<file path="config.mk">
export PLATFORM = sky130hd
export DESIGN_NAME = lbp_update_ctrl
export DESIGN_NICKNAME = d
export VERILOG_FILES = /design/src/rtl/lbp_update_ctrl.sv
export SDC_FILE = /design/constraint.sdc
export NUM_CORES = 1
export LEC_CHECK = 0
export CORE_ASPECT_RATIO = 0.5
export CORE_MARGIN = 8
export CORE_UTILIZATION = 46
export CTS_CLUSTER_DIAMETER = 50
export DETAILED_ROUTE_END_ITERATION = 8
export GPL_TIMING_DRIVEN = 0
export PLACE_DENSITY_LB_ADDON = 0.3
export REMOVE_ABC_BUFFERS = 1
export SKIP_CTS_REPAIR_TIMING = 1
export SLEW_MARGIN = 20
export SYNTH_ARGS = -nofsm -noshare
export SYNTH_HDL_FRONTEND = slang
export SYNTH_SLANG_ARGS = --single-unit
</file>
<file path="constraint.sdc">
create_clock -name clk_i -period 5.45 [get_ports clk_i]
set_clock_uncertainty 0.05 [all_clocks]
set_input_delay 0.8175 -clock clk_i [delete_from_list [all_inputs] [get_ports clk_i]]
set_output_delay 0.8175 -clock clk_i [all_outputs]
set_load 0.005 [all_outputs]
</file>
<file path="src/rtl/lbp_update_ctrl.sv">
// Local-branch-predictor history table update controller.
// Clears the LHT, queues branch updates and arbitrates the table port.
module lbp_update_ctrl #(
  parameter int unsigned NR_ENTRIES = 64,
  parameter int unsigned HIST_BITS  = 8,
  parameter int unsigned FIFO_DEPTH = 4,
  parameter int unsigned STARVE_MAX = 7,
  parameter int unsigned VLEN       = 64,
  localparam int unsigned IDX_W     = $clog2(NR_ENTRIES)
) (
  input  logic                 clk_i,
  input  logic                 rst_ni,
  input  logic                 flush_i,
  input  logic                 upd_valid_i,
  output logic                 upd_ready_o,
  input  logic [VLEN-1:0]      upd_pc_i,
  input  logic                 upd_taken_i,
  input  logic                 lookup_req_i,
  output logic                 lookup_gnt_o,
  output logic                 tbl_req_o,
  output logic                 tbl_we_o,
  output logic [IDX_W-1:0]     tbl_addr_o,
  output logic [HIST_BITS-1:0] tbl_wdata_o,
  input  logic [HIST_BITS-1:0] tbl_rdata_i,
  output logic                 init_busy_o
);

  localparam int unsigned PW = (FIFO_DEPTH > 1) ? $clog2(FIFO_DEPTH) : 1;
  localparam int unsigned CW = $clog2(FIFO_DEPTH + 1);
  localparam int unsigned SW = $clog2(STARVE_MAX + 1);

  localparam logic [1:0] S_INIT = 2'd0;
  localparam logic [1:0] S_IDLE = 2'd1;
  localparam logic [1:0] S_WR   = 2'd2;

  logic [1:0]       state_q, state_d;
  logic [IDX_W-1:0] init_q, init_d;
  logic [PW-1:0]    wr_q, rd_q;
  logic [CW-1:0]    cnt_q;
  logic [SW-1:0]    starve_q, starve_d;

  logic [IDX_W-1:0] fifo_idx [FIFO_DEPTH];
  logic             fifo_tkn [FIFO_DEPTH];

  logic full, empty, push, pop, upd_sel, starve_max;
  logic [IDX_W-1:0] head_idx;
  logic             head_tkn;

  logic unused_in;
  assign unused_in = ^{upd_pc_i[VLEN-1:IDX_W+1], upd_pc_i[0],
                       tbl_rdata_i[HIST_BITS-1]};

  function automatic logic [PW-1:0] ptr_inc(input logic [PW-1:0] p);
    return (p == PW'(FIFO_DEPTH - 1)) ? '0 : p + PW'(1);
  endfunction

  assign full       = (cnt_q == CW'(FIFO_DEPTH));
  assign empty      = (cnt_q == '0);
  assign starve_max = (starve_q == SW'(STARVE_MAX));
  assign head_idx   = fifo_idx[rd_q];
  assign head_tkn   = fifo_tkn[rd_q];

  assign upd_ready_o = !full && (state_q != S_INIT) && !flush_i;
  assign push        = upd_valid_i && upd_ready_o;

  always_comb begin
    tbl_req_o    = 1'b0;
    tbl_we_o     = 1'b0;
    tbl_addr_o   = '0;
    tbl_wdata_o  = '0;
    lookup_gnt_o = 1'b0;
    init_busy_o  = 1'b0;
    upd_sel      = 1'b0;
    pop          = 1'b0;
    state_d      = state_q;
    init_d       = init_q;
    unique case (1'b1)
      (state_q == S_INIT): begin
        tbl_req_o   = 1'b1;
        tbl_we_o    = 1'b1;
        tbl_addr_o  = init_q;
        init_busy_o = 1'b1;
        init_d      = init_q + IDX_W'(1);
        if (init_q == IDX_W'(NR_ENTRIES - 1)) state_d = S_IDLE;
      end
      (state_q == S_IDLE): begin
        if (!empty && (!lookup_req_i || starve_max)) begin
          upd_sel    = 1'b1;
          tbl_req_o  = 1'b1;
          tbl_addr_o = head_idx;
          state_d    = S_WR;
        end else if (lookup_req_i) begin
          lookup_gnt_o = 1'b1;
        end
      end
      (state_q == S_WR): begin
        // a flush kills the write; the FIFO is discarded anyway
        tbl_req_o   = !flush_i;
        tbl_we_o    = 1'b1;
        tbl_addr_o  = head_idx;
        tbl_wdata_o = {tbl_rdata_i[HIST_BITS-2:0], head_tkn};
        pop         = !flush_i;
        state_d     = S_IDLE;
      end
      default: state_d = S_INIT;
    endcase
    if (flush_i) begin
      state_d = S_INIT;
      init_d  = '0;
    end
  end

  always_comb begin
    starve_d = starve_q;
    if (empty || upd_sel) starve_d = '0;
    else if (lookup_gnt_o && !starve_max) starve_d = starve_q + SW'(1);
  end

  always_ff @(posedge clk_i or negedge rst_ni) begin
    if (!rst_ni) begin
      state_q  <= S_INIT;
      init_q   <= '0;
      wr_q     <= '0;
      rd_q     <= '0;
      cnt_q    <= '0;
      starve_q <= '0;
    end else begin
      state_q <= state_d;
      init_q  <= init_d;
      if (flush_i) begin
        wr_q     <= '0;
        rd_q     <= '0;
        cnt_q    <= '0;
        starve_q <= '0;
      end else begin
        starve_q <= starve_d;
        if (push) wr_q <= ptr_inc(wr_q);
        if (pop)  rd_q <= ptr_inc(rd_q);
        if (push && !pop) cnt_q <= cnt_q + CW'(1);
        else if (pop && !push) cnt_q <= cnt_q - CW'(1);
      end
    end
  end

  always_ff @(posedge clk_i) begin
    if (push) begin
      fifo_idx[wr_q] <= upd_pc_i[IDX_W:1];
      fifo_tkn[wr_q] <= upd_taken_i;
    end
  end

endmodule

</file>
-- Yosys cells after proc, flatten, opt, wreduce, memory -nomap -nowiden
Memories as Yosys holds them, arrays and structs flattened.
Cells that the tools add are included.
- word-level logic and storage cells: 81
- memory bits (writable): 28
- register bits after elaboration: 18
- output and inout port bits: 19
- memories kept: 2
- memory list (memory ; depth ; bits a word ; rd ports ; clocked after memory_dff ; write ports ; line ; source):
    fifo_idx ; 4 ; 6 ; 1 ; 0 ; 1 ; 42 ; logic [IDX_W-1:0] fifo_idx [FIFO_DEPTH];
    fifo_tkn ; 4 ; 1 ; 1 ; 0 ; 1 ; 43 ; logic fifo_tkn [FIFO_DEPTH];
- reduce and logical (&&, ||, !) cells: 26
- muxes and demuxes: 32
- equality and inequality tests: 9
- add/sub/neg operators: 6
- operator list (cell ; number):
    2-to-1 mux 2 bit ; 9
    2-to-1 mux 3 bit ; 6
    2-to-1 mux 6 bit ; 3
    case mux 6 bit (3 select lines) ; 1
    2-to-1 mux 1 bit ; 10
    2-to-1 mux 8 bit ; 1
    nonzero test 2 bit ; 4
    logical AND 1 bit ; 7
    zero test 1 bit ; 7
    adder 3 x 1 -> 3 bit, second input constant ; 2
    adder 6 x 1 -> 6 bit, second input constant ; 1
    == test 2 bit, second input constant ; 3
    == test 3 bit, second input constant ; 2
    == test 6 bit, second input constant ; 1
    != test 3 x 2 -> 1 bit, second input constant ; 2
    case mux 2 bit (3 select lines) ; 1
    nonzero test 3 bit ; 2
    adder 2 x 1 -> 2 bit, second input constant ; 2
    zero test 3 bit ; 1
    case mux 1 bit (3 select lines) ; 1
    subtractor 3 x 1 -> 3 bit, second input constant ; 1
    == test 2 x 1 -> 1 bit, second input constant ; 1
    zero test 2 bit ; 1
    logical OR 1 bit ; 2
    2 further kinds ; 2

-- Logic depth before layout (Yosys ltp)
Gate-level depths: netlist of run 1.
- depth in word-level cells: 10
- mapped depth: 7
- mapped depth without buffers: 6

-- Worst setup path before layout of run 1
No wires, ideal clock.
- path kind: in2reg
- start point: in flush_i
- end point: reg cnt_q[2]
- required time: 5314 ps
- path buffers: 1
- arrival: 2448 ps
- stages on the path: 7
- setup slack: 2866 ps
- cell sequence: buf_2 > nand2b_1 > nor3_1 > fa_1 > or4_1 > and3b_1 > nor3_1
- cells in the longest elaborated chain, start to end: 6
- elaborated cells on any way between the ends: 11
- those cells by class: 3 x mux; 8 x reduce/logical
- ends and longest elaborated chain (what ; line ; source):
    from (decl) ; 13 ; input logic flush_i,
    zero test 1 bit ; 63, 102 ;
    2-to-1 mux 1 bit / logical AND 1 bit (equally long branches) ; 77, 63 ;
    zero test 1 bit / logical AND 1 bit (equally long branches) ; 139, 64 ;
    logical AND 1 bit / zero test 1 bit (equally long branches) ; 139, 140 ;
    2-to-1 mux 3 bit / logical AND 1 bit (equally long branches) ; 139, 140 ;
    2-to-1 mux 3 bit / nonzero test 3 bit (equally long branches) ; - ;
    to (signal assigned) ; 139 ; if (push && !pop) cnt_q <= cnt_q + CW'(1);
    to (signal assigned) ; 140 ; else if (pop && !push) cnt_q <= cnt_q - CW'(1);
    to (decl) ; 39 ; logic [CW-1:0] cnt_q;
Several ways; a longest one is shown, not always the timed one.
A chain may end at the register's enable or synchronous reset.

-- Worst setup path in the final report of run 1
- start point: in lookup_req_i
- end point: out tbl_addr_o[2]
- cells in the longest elaborated chain, start to end: 5
- ends and longest elaborated chain (what ; line ; source):
    from (decl) ; 18 ; input logic lookup_req_i,
    zero test 1 bit ; 87 ; if (!empty && (!lookup_req_i || starve_max)) begin
    logical OR 1 bit ; 87 ;
    logical AND 1 bit ; 87 ;
    2-to-1 mux 6 bit ; 87 ;
    case mux 6 bit (3 select lines) ; 77 ; unique case (1'b1)
    to (decl) ; 22 ; output logic [IDX_W-1:0] tbl_addr_o,
Every way passes these cells.

==> flow_summary_export.csv, run 1 <==
group,metric,value,unit
worst_hold_path,min_path_type,"flip-flop to flip-flop",
synth,yosys.area.top_type,"edfxtp_1",
power_and_ir_drop,p_leak,1.02,nW
synth,yosysTopAreaCellShare,0.367,
run_status,status,"complete, no violations",
placement,dp_hpwl,3.39,mm
setup_path,crit_path_start_kind,"input port",
floorplan,die_y,65.9,um
clock_network,insertion_delay,300,ps
power_and_ir_drop,clockPowerShare,0.385,
power_and_ir_drop,p_sw,0.133,mW
route,avgViaCountPerCell,5.24,
cells_and_area,drive_gt1_frac,0.0812,
sta,hold_viol,0,
grt,grt_max_degree,21,
sta,fmax,283,MHz
sta,min_period_over_period,0.648,
grt,track_usage,0.135,
clock_network,cts_buffer_depth,2,
sta,tightest_slew,851,ps
route,drt_iter0_markers,68,
sta,rsz0062_at_grt,"false",
sta,max_slew_margin,0.431,
power_and_ir_drop,combPwrFrac,0.048,
synth,synth.avg_cell_area,11.5,um^2
sta,slew_violations,0,
power_and_ir_drop,p_seq_frac,0.567,
synth,synth_warnings,0,
floorplan,rows,18,
clock_network,path_clk_slew,80,ps
cells_and_area,antennaDiodeCount,0,
clock_network,cts_max_level,2,
route,drt-total-wl,4.78,mm
synth,ys_ff_latch,46,
floorplan,die_x,116,um
clock_network,root_buffer,"clkbuf_8",
floorplan,die_area,7630,um^2
route,first_pass_iters,4,
floorplan,core-area,4860,um^2
synth,synth_area,2290,um^2
route,remaining_drc_errors,0,
route,via_count,1593,
floorplan,start_util,0.471,
power_and_ir_drop,p_per_area,234,nW/um^2
synth,syn_inst,199,
job,max_cap_viol_count,0,
sta,fin_crit,3530,ps
setup_path,cp.arrival,2660,ps
sta,fin_tns_setup,0,ps
setup_path,path_class,"input port to output port",
route,post_drt_wl_per_cell,15.7,um
route,ant_nets,0,
power_and_ir_drop,p_sw_frac,0.202,
cells_and_area,syn_to_final_growth,23.0,%
cells_and_area,fin_nets,320,
cells_and_area,final_util,0.579,
grt,grt_first_pass_wirelength,7.85,mm
cells_and_area,mostFrequentLayoutCells,"37 x clkdlybuf4s50_1, 28 x edfxtp_1, 18 x dfrtp_1, 17 x nor2_1, 14 x nor3_1",
sta,hold_ws,481,ps
clock_network,cts_made_buffers,5,
sta,setup_viol,0,
grt,grt_pass1_vias,1609,
power_and_ir_drop,total_power,0.660,mW
synth,synth_area_leaders,"edfxtp_1 37%, dfrtp_1 20%, ha_1 4.4%",
grt,antenna_found_initial,0,
floorplan,io_pins,97,
power_and_ir_drop,peakVddDrop,0.000129,V
setup_path,crit_fanout,7,
power_and_ir_drop,internal-power,0.527,mW
grt,grt_remaining_overflow,0,
clock_network,cts_tree,"built",
clock_network,clock-sinks,46,
placement,gp_congestion,0.804,
placement,portBuffers,37,
cells_and_area,final_common_cell,"clkdlybuf4s50_1",
setup_path,cp-end-kind,"output port",
synth,synth_seq_area_share,0.564,
setup_path,cp_data_required_time,4580,ps
synth,synthDistinctLibCells,39,
[metal layers]
layer | up-vias | track usage | share of wire
li1 | 782 | - | -
met1 | 771 | 0.156 | 0.44
met2 | 33 | 0.224 | 0.48
met3 | 7 | 0.0401 | 0.060
met4 | 0 | 0.0768 | 0.017
met5 | - | 0 | 0
[cells by family after synthesis]
kind of cell | synth area share
AND/OR/NAND/NOR | 0.174
XOR/XNOR | 0.0191
buffers and inverters | 0.0284
multiplexers | 0.0748
flip-flops | 0.564
AO/OA/AOI/OAI | 0.0879
adder cells (fa/ha/maj) | 0.0524
[registers in the layout (all words and copies together), names as in the netlist]
register and flops:
fifo_tkn 4, fifo_idx 24, rd_q 2, cnt_q 3
init_q 6, state_q 2, starve_q 3, wr_q 2
[Yosys cell counts]
| library cell | number |
|---|---|
| a21boi_0 | 1 |
| o211ai_1 | 1 |
| and2_1 | 13 |
| fa_1 | 1 |
| inv_2 | 1 |
| nor2_1 | 18 |
| nand4_1 | 1 |
| edfxtp_1 | 28 |
| inv_1 | 5 |
| a221oi_1 | 6 |
| and2b_1 | 1 |
| clkbuf_1 | 6 |
| mux4_2 | 2 |
| nand2_1 | 13 |
| or2_2 | 1 |
| mux2i_1 | 7 |
| or3b_2 | 1 |
| mux2_2 | 5 |
| dfrtp_1 | 18 |
| and3b_1 | 1 |
| ha_1 | 8 |
| nor3_1 | 14 |
| xnor2_1 | 3 |
| or3_1 | 1 |
| nor2b_1 | 1 |
| or2_1 | 1 |
| xor2_1 | 2 |
| nand2b_1 | 5 |
| nand3_1 | 3 |
| nor3b_2 | 1 |
| buf_2 | 4 |
| a22o_1 | 1 |
| o21ai_0 | 9 |
| nor3b_1 | 1 |
| a211oi_1 | 1 |
| o2111ai_1 | 1 |
| o31a_1 | 1 |
| a21oi_1 | 11 |
| or4_1 | 1 |
[worst paths after layout]
kind | from | end | slack (ps) | depth (start not counted)
hold reg to reg | starve_q[1] | starve_q[1] | 480 | 2
setup / recovery | lookup_req_i | tbl_addr_o[2] | 1920 | 6
min in group asynchronous | rst_ni | cnt_q[1] | 950 | 1
max in group asynchronous | rst_ni | starve_q[2] | 3880 | 1
setup reg to reg | cnt_q[1] | cnt_q[2] | 3090 | 6
hold / removal | starve_q[1] | starve_q[1] | 480 | 2
[power by group through the flow]
stage          logic [mW]  clock network [mW]  registers (mW)
6_report           0.0316               0.254           0.375
5_1_grt            0.0343               0.273           0.375
4_1_cts            0.0320               0.258           0.375
3_5_place_dp       0.0317                   0           0.382
3_3_place_gp       0.0310                   0           0.382
2_1_floorplan     0.00764                   0           0.381
[worst max-delay path, stage by stage]
cell             delay (ps)
clkdlybuf4s50_1         450
inv_1                    50
o211ai_1                560
nand2_1                 120
a22o_1                  210
clkdlybuf4s50_1         440
[per-stage QoR]
step | area (um^2) | worst slack (ps) | instances
after floorplan | 2250 | 3050 | 189
after global placement | 2710 | 1920 | 296
after detailed placement | 2710 | 1900 | 296
after CTS | 2820 | 1930 | 304
after global routing | 2820 | 1760 | 304
final | 2820 | 1920 | 304
[cell type report]
cell class / count / area [um^2]
clock buffers: 6 / 72.6
clock inverters: 2 / 37.5
fillers: 424 / 2050
inverters: 6 / 22.5
multi-input cells: 137 / 937
flip-flops and latches: 46 / 1290
well taps: 70 / 87.6
repair buffers: 37 / 370
Power figures use the tool's default switching activity.
==> inputs of run 2 (changes only) <==
--- a/config.mk
+++ b/config.mk
@@ -7,7 +7,7 @@
 export LEC_CHECK = 0
 export CORE_ASPECT_RATIO = 0.5
 export CORE_MARGIN = 8
-export CORE_UTILIZATION = 46
+export CORE_UTILIZATION = 38
 export CTS_CLUSTER_DIAMETER = 50
 export DETAILED_ROUTE_END_ITERATION = 8
 export GPL_TIMING_DRIVEN = 0
==> constraint.sdc (replaced) <==
create_clock -name clk_i -period 2.84 [get_ports clk_i]
set_clock_uncertainty 0.05 [all_clocks]
set_input_delay 0.426 -clock clk_i [delete_from_list [all_inputs] [get_ports clk_i]]
set_output_delay 0.426 -clock clk_i [all_outputs]
set_load 0.005 [all_outputs]
==> flow_summary_export.csv, run 2 (same netlist as run 1, synthesis figures left out) <==
group,metric,value,unit
cells_and_area,fillers,550,
placement,portBuffers,37,
sta,fin_tns_setup,0,ps
cells_and_area,largest_reg_flops,24,
power_and_ir_drop,combPwrFrac,0.045,
route,ant_nets,0,
power_and_ir_drop,p_seq_frac,0.534,
clock_network,path_clk_slew,60,ps
grt,grt_remaining_overflow,0,
sta,hold_viol,0,
clock_network,cts_tree,"built",
sta,max_slew_margin,0.441,
setup_path,path_class,"flip-flop to output port",
cells_and_area,syn_to_final_growth,25.6,%
floorplan,core-area,5960,um^2
sta,hold_ws,506,ps
floorplan,die_y,70.9,um
power_and_ir_drop,clockPowerShare,0.421,
floorplan,rows,20,
worst_hold_path,min_path_type,"flip-flop to flip-flop",
floorplan,die_x,126,um
cells_and_area,final_common_cell,"clkdlybuf4s50_1",
cells_and_area,largest_register,"fifo_idx",
setup_path,crit_path_start_kind,"flip-flop",
cells_and_area,fin_nets,321,
sta,tightest_slew,836,ps
sta,rsz0062_at_grt,"false",
clock_network,cts_max_level,2,
run_status,status,"complete, no violations",
power_and_ir_drop,internal-power,1.08,mW
route,avgViaCountPerCell,5.13,
power_and_ir_drop,peakVddDrop,0.000235,V
grt,track_usage,0.113,
cells_and_area,mostFrequentLayoutCells,"36 x clkdlybuf4s50_1, 28 x edfxtp_1, 17 x nor2_1, 16 x dfrtp_1, 14 x nor3_1",
sta,setup_viol,0,
route,drt-total-wl,4.85,mm
power_and_ir_drop,p_sw,0.273,mW
job,max_cap_viol_count,0,
placement,dp_hpwl,3.41,mm
clock_network,insertion_delay,290,ps
setup_path,cp_data_required_time,2360,ps
power_and_ir_drop,p_sw_frac,0.202,
clock_network,cts_made_buffers,5,
cells_and_area,reg_top3,"fifo_idx: 24 flops, init_q: 6 flops, fifo_tkn: 4 flops",
floorplan,die_area,8920,um^2
sta,fin_crit,2680,ps
clock_network,cts_buffer_depth,2,
clock_network,root_buffer,"clkbuf_16",
floorplan,start_util,0.385,
worst_hold_path,whs_path_depth,2,
setup_path,cp-end-kind,"output port",
route,post_drt_wl_per_cell,15.6,um
setup_path,worstRegToRegCells,6,
cells_and_area,antennaDiodeCount,0,
floorplan,io_pins,97,
sta,min_period_over_period,0.944,
grt,grt_pass1_vias,1604,
route,via_count,1599,
placement,gp_congestion,0.744,
cells_and_area,drive_gt1_frac,0.102,
power_and_ir_drop,p_per_area,468,nW/um^2
grt,grt_max_degree,21,
sta,fmax,373,MHz
route,remaining_drc_errors,0,
grt,antenna_found_initial,0,
sta,slew_violations,0,
route,first_pass_iters,4,
route,drt_iter0_markers,79,
setup_path,cp.arrival,2210,ps
power_and_ir_drop,p_leak,1.05,nW
clock_network,clock-sinks,46,
grt,grt_first_pass_wirelength,7.98,mm
setup_path,crit_fanout,11,
run 2: per-stage QoR:
stage	power, mW	utilization	setup WS (ps)	cell area, um^2	std cells
global placement	0.792	0.456	-284	2720	303
floorplan	0.746	-	671	2250	189
global route	1.39	0.483	9.07	2880	312
finish	1.35	0.483	158	2880	312
CTS	1.35	0.480	-119	2860	311
detailed placement	0.794	0.456	-382	2720	303
run 2: area by class of cell:
| class | count | area, um^2 | area share |
|---|---|---|---|
| multi-input cells | 137 | 942 | 0.327 |
| clock inverters | 2 | 13.8 | 0.00478 |
| well taps | 77 | 96.3 | 0.0335 |
| clock buffers | 6 | 129 | 0.0448 |
| flip-flops and latches | 46 | 1290 | 0.450 |
| repair buffers | 38 | 380 | 0.132 |
| inverters | 6 | 22.5 | 0.00783 |
run 2: per-layer routing:
layer  part of all wire  wire [um]  GRT usage  vias up
met5                  0          0          0        -
met4              0.015         74     0.0515        0
met3              0.036        174     0.0300        8
met2               0.50       2430      0.188       28
met1               0.45       2170      0.134      772
li1                   -          -          -      791
run 2: critical path, stage by stage (launching register included):
cell and delay (ps):
dfrtp_1 480, and2b_2 330, and2_1 250, a221oi_1 250
o21ai_0 140, clkdlybuf4s50_1 460
run 2: worst paths after layout:
path	startpoint	endpoint	slack (ps)
max in group asynchronous	rst_ni	rd_q[0]	1600
max reg2reg	cnt_q[1]	cnt_q[2]	460
min reg2reg	starve_q[1]	starve_q[1]	510
min in group asynchronous	rst_ni	cnt_q[0]	570
max	state_q[1]	tbl_addr_o[3]	160
min	starve_q[1]	starve_q[1]	510
run 2: power groups by stage:
| stage | sequential, mW | clock, mW | combinational (mW) |
|---|---|---|---|
| 3_3_place_gp | 0.733 | 0 | 0.0592 |
| 4_1_cts | 0.720 | 0.571 | 0.0613 |
| 3_5_place_dp | 0.733 | 0 | 0.0611 |
| 5_1_grt | 0.720 | 0.603 | 0.0677 |
| 6_report | 0.720 | 0.568 | 0.0603 |
| 2_1_floorplan | 0.731 | 0 | 0.0147 |
==> inputs of run 3 (changes only) <==
--- a/config.mk
+++ b/config.mk
@@ -11,8 +11,10 @@
 export CTS_CLUSTER_DIAMETER = 50
 export DETAILED_ROUTE_END_ITERATION = 8
 export GPL_TIMING_DRIVEN = 0
+export HOLD_SLACK_MARGIN = 0.08
 export PLACE_DENSITY_LB_ADDON = 0.3
 export REMOVE_ABC_BUFFERS = 1
+export SETUP_SLACK_MARGIN = 0.15
 export SKIP_CTS_REPAIR_TIMING = 1
 export SLEW_MARGIN = 20
 export SYNTH_ARGS = -nofsm -noshare
==> flow_summary_export.csv, run 3 (same netlist as run 1, synthesis figures left out) <==
group,metric,value,unit
setup_path,crit_fanout,5,
worst_hold_path,holdPathEnd,"starve_q[1]",
route,ant_nets,0,
clock_network,clock-sinks,46,
power_and_ir_drop,clockPowerShare,0.421,
sta,max_slew_margin,0.451,
job,max_cap_viol_count,0,
power_and_ir_drop,p_sw,0.272,mW
power_and_ir_drop,total_power,1.35,mW
grt,grt_first_pass_wirelength,7.98,mm
route,first_pass_iters,4,
sta,timing.final.ws_setup,223,ps
placement,post_dp_cell_area,2720,um^2
floorplan,start_util,0.385,
cells_and_area,finish.instance_area,2960,um^2
floorplan,io_pins,97,
clock_network,cts_tree,"built",
clock_network,root_buffer,"clkbuf_16",
route,via_count,1645,
worst_hold_path,min_path_type,"flip-flop to flip-flop",
route,avgViaCountPerCell,5.14,
worst_hold_path,whs_path_depth,2,
route,post_drt_wl_per_cell,15.4,um
cells_and_area,mostFrequentLayoutCells,"36 x clkdlybuf4s50_1, 28 x edfxtp_1, 17 x nor2_1, 15 x dfrtp_1, 14 x nor3_1",
power_and_ir_drop,p_sw_frac,0.202,
cells_and_area,fillers,539,
worst_hold_path,hp-start,"starve_q[1]",
grt,track_usage,0.113,
power_and_ir_drop,combPwrFrac,0.044,
sta,slew_violations,0,
cells_and_area,final_common_cell,"clkdlybuf4s50_1",
power_and_ir_drop,p_per_area,455,nW/um^2
setup_path,cp-end-kind,"output port",
grt,grt_pass1_vias,1604,
clock_network,cts_buffer_depth,2,
setup_path,r2r-end,"cnt_q[2]",
sta,fin_crit,2620,ps
setup_path,worstRegToRegCells,6,
floorplan,die_x,126,um
floorplan,core-area,5960,um^2
cells_and_area,drive_gt1_frac,0.152,
clock_network,cts_max_level,2,
cells_and_area,reg_top3,"fifo_idx: 24 flops, init_q: 6 flops, fifo_tkn: 4 flops",
route,drt-total-wl,4.94,mm
placement,dpl_worst_slack,-382,ps
cells_and_area,syn_to_final_growth,29.3,%
power_and_ir_drop,internal-power,1.07,mW
power_and_ir_drop,p_leak,1.09,nW
route,drt_iter0_markers,56,
floorplan,die_area,8920,um^2
sta,fmax,382,MHz
run_status,status,"complete, no violations",
power_and_ir_drop,peakVddDrop,0.000235,V
setup_path,reg2reg_slack,450,ps
clock_network,cts_made_buffers,5,
grt,grt_remaining_overflow,0,
cells_and_area,largest_reg_flops,24,
setup_path,path_class,"flip-flop to output port",
clock_network,path_clk_slew,60,ps
sta,min_period_over_period,0.922,
setup_path,cp_data_required_time,2360,ps
sta,rsz0062_at_grt,"true",
sta,setup_viol,0,
cells_and_area,fin_nets,329,
setup_path,cp.arrival,2140,ps
placement,portBuffers,37,
cells_and_area,largest_register,"fifo_idx",
sta,hold_viol,0,
placement,gp_congestion,0.744,
power_and_ir_drop,p_seq_frac,0.534,
placement,dp_hpwl,3.41,mm
setup_path,reg2reg_from,"cnt_q[1]",
grt,antenna_found_initial,0,
route,remaining_drc_errors,0,
floorplan,rows,20,
sta,tightest_slew,821,ps
cells_and_area,antennaDiodeCount,0,
floorplan,die_y,70.9,um
grt,grt_max_degree,21,
setup_path,crit_path_start_kind,"flip-flop",
clock_network,insertion_delay,280,ps
[run 3: worst max path at each step]
| stage | from | to | slack [ps] |
|---|---|---|---|
| detailed placement | flush_i | cnt_q[2] | -380 |
| floorplan | cnt_q[1] | cnt_q[2] | 670 |
| global route | rd_q[1] | tbl_addr_o[1] | 130 |
| finish | starve_q[0] | tbl_addr_o[2] | 220 |
| global placement | flush_i | cnt_q[2] | -280 |
| CTS | state_q[1] | tbl_addr_o[3] | -120 |
[run 3: metrics by stage]
| step | instances | hold WS, ps | utilization | TNS (ps) |
|---|---|---|---|---|
| 2_1_floorplan | 189 | 80.4 | - | 0 |
| 3_3_place_gp | 303 | 464 | 0.456 | -4470 |
| 3_5_place_dp | 303 | 505 | 0.456 | -6740 |
| 4_1_cts | 311 | 513 | 0.480 | -736 |
| 5_1_grt | 320 | 544 | 0.497 | 0 |
| 6_report | 320 | 504 | 0.497 | 0 |
[run 3: routing by layer]
layer / routed length [um] / global-route usage / up-vias
met3: 188 / 0.0300 / 8
met4: 75 / 0.0515 / 0
li1: - / - / 806
met1: 2200 / 0.134 / 804
met5: 0 / 0 / -
met2: 2480 / 0.188 / 27
[run 3: layout make-up]
type,instances,area [um^2],area share
sequential,46,1300,0.438
multi-input combinational,137,957,0.323
timing repair buffer,46,445,0.150
clock buffer,6,129,0.0435
tap,77,96.3,0.0325
inverter,6,22.5,0.00760
clock inverter,2,13.8,0.00465
[run 3: worst max-delay path, stage by stage, from the launching register on]
cell	delay (ps)
dfrtp_1	380
ha_1	200
ha_1	200
o211ai_1	180
buf_4	190
nand2_1	70
a22o_1	200
clkdlybuf4s50_1	440
[run 3: power by group through the flow]
stage	Sequential (mW)	Clock [mW]	Combinational, mW
after global placement	0.733	0	0.0592
after global routing	0.720	0.604	0.0671
after CTS	0.720	0.571	0.0613
final	0.720	0.568	0.0596
after floorplan	0.731	0	0.0147
after detailed placement	0.733	0	0.0611
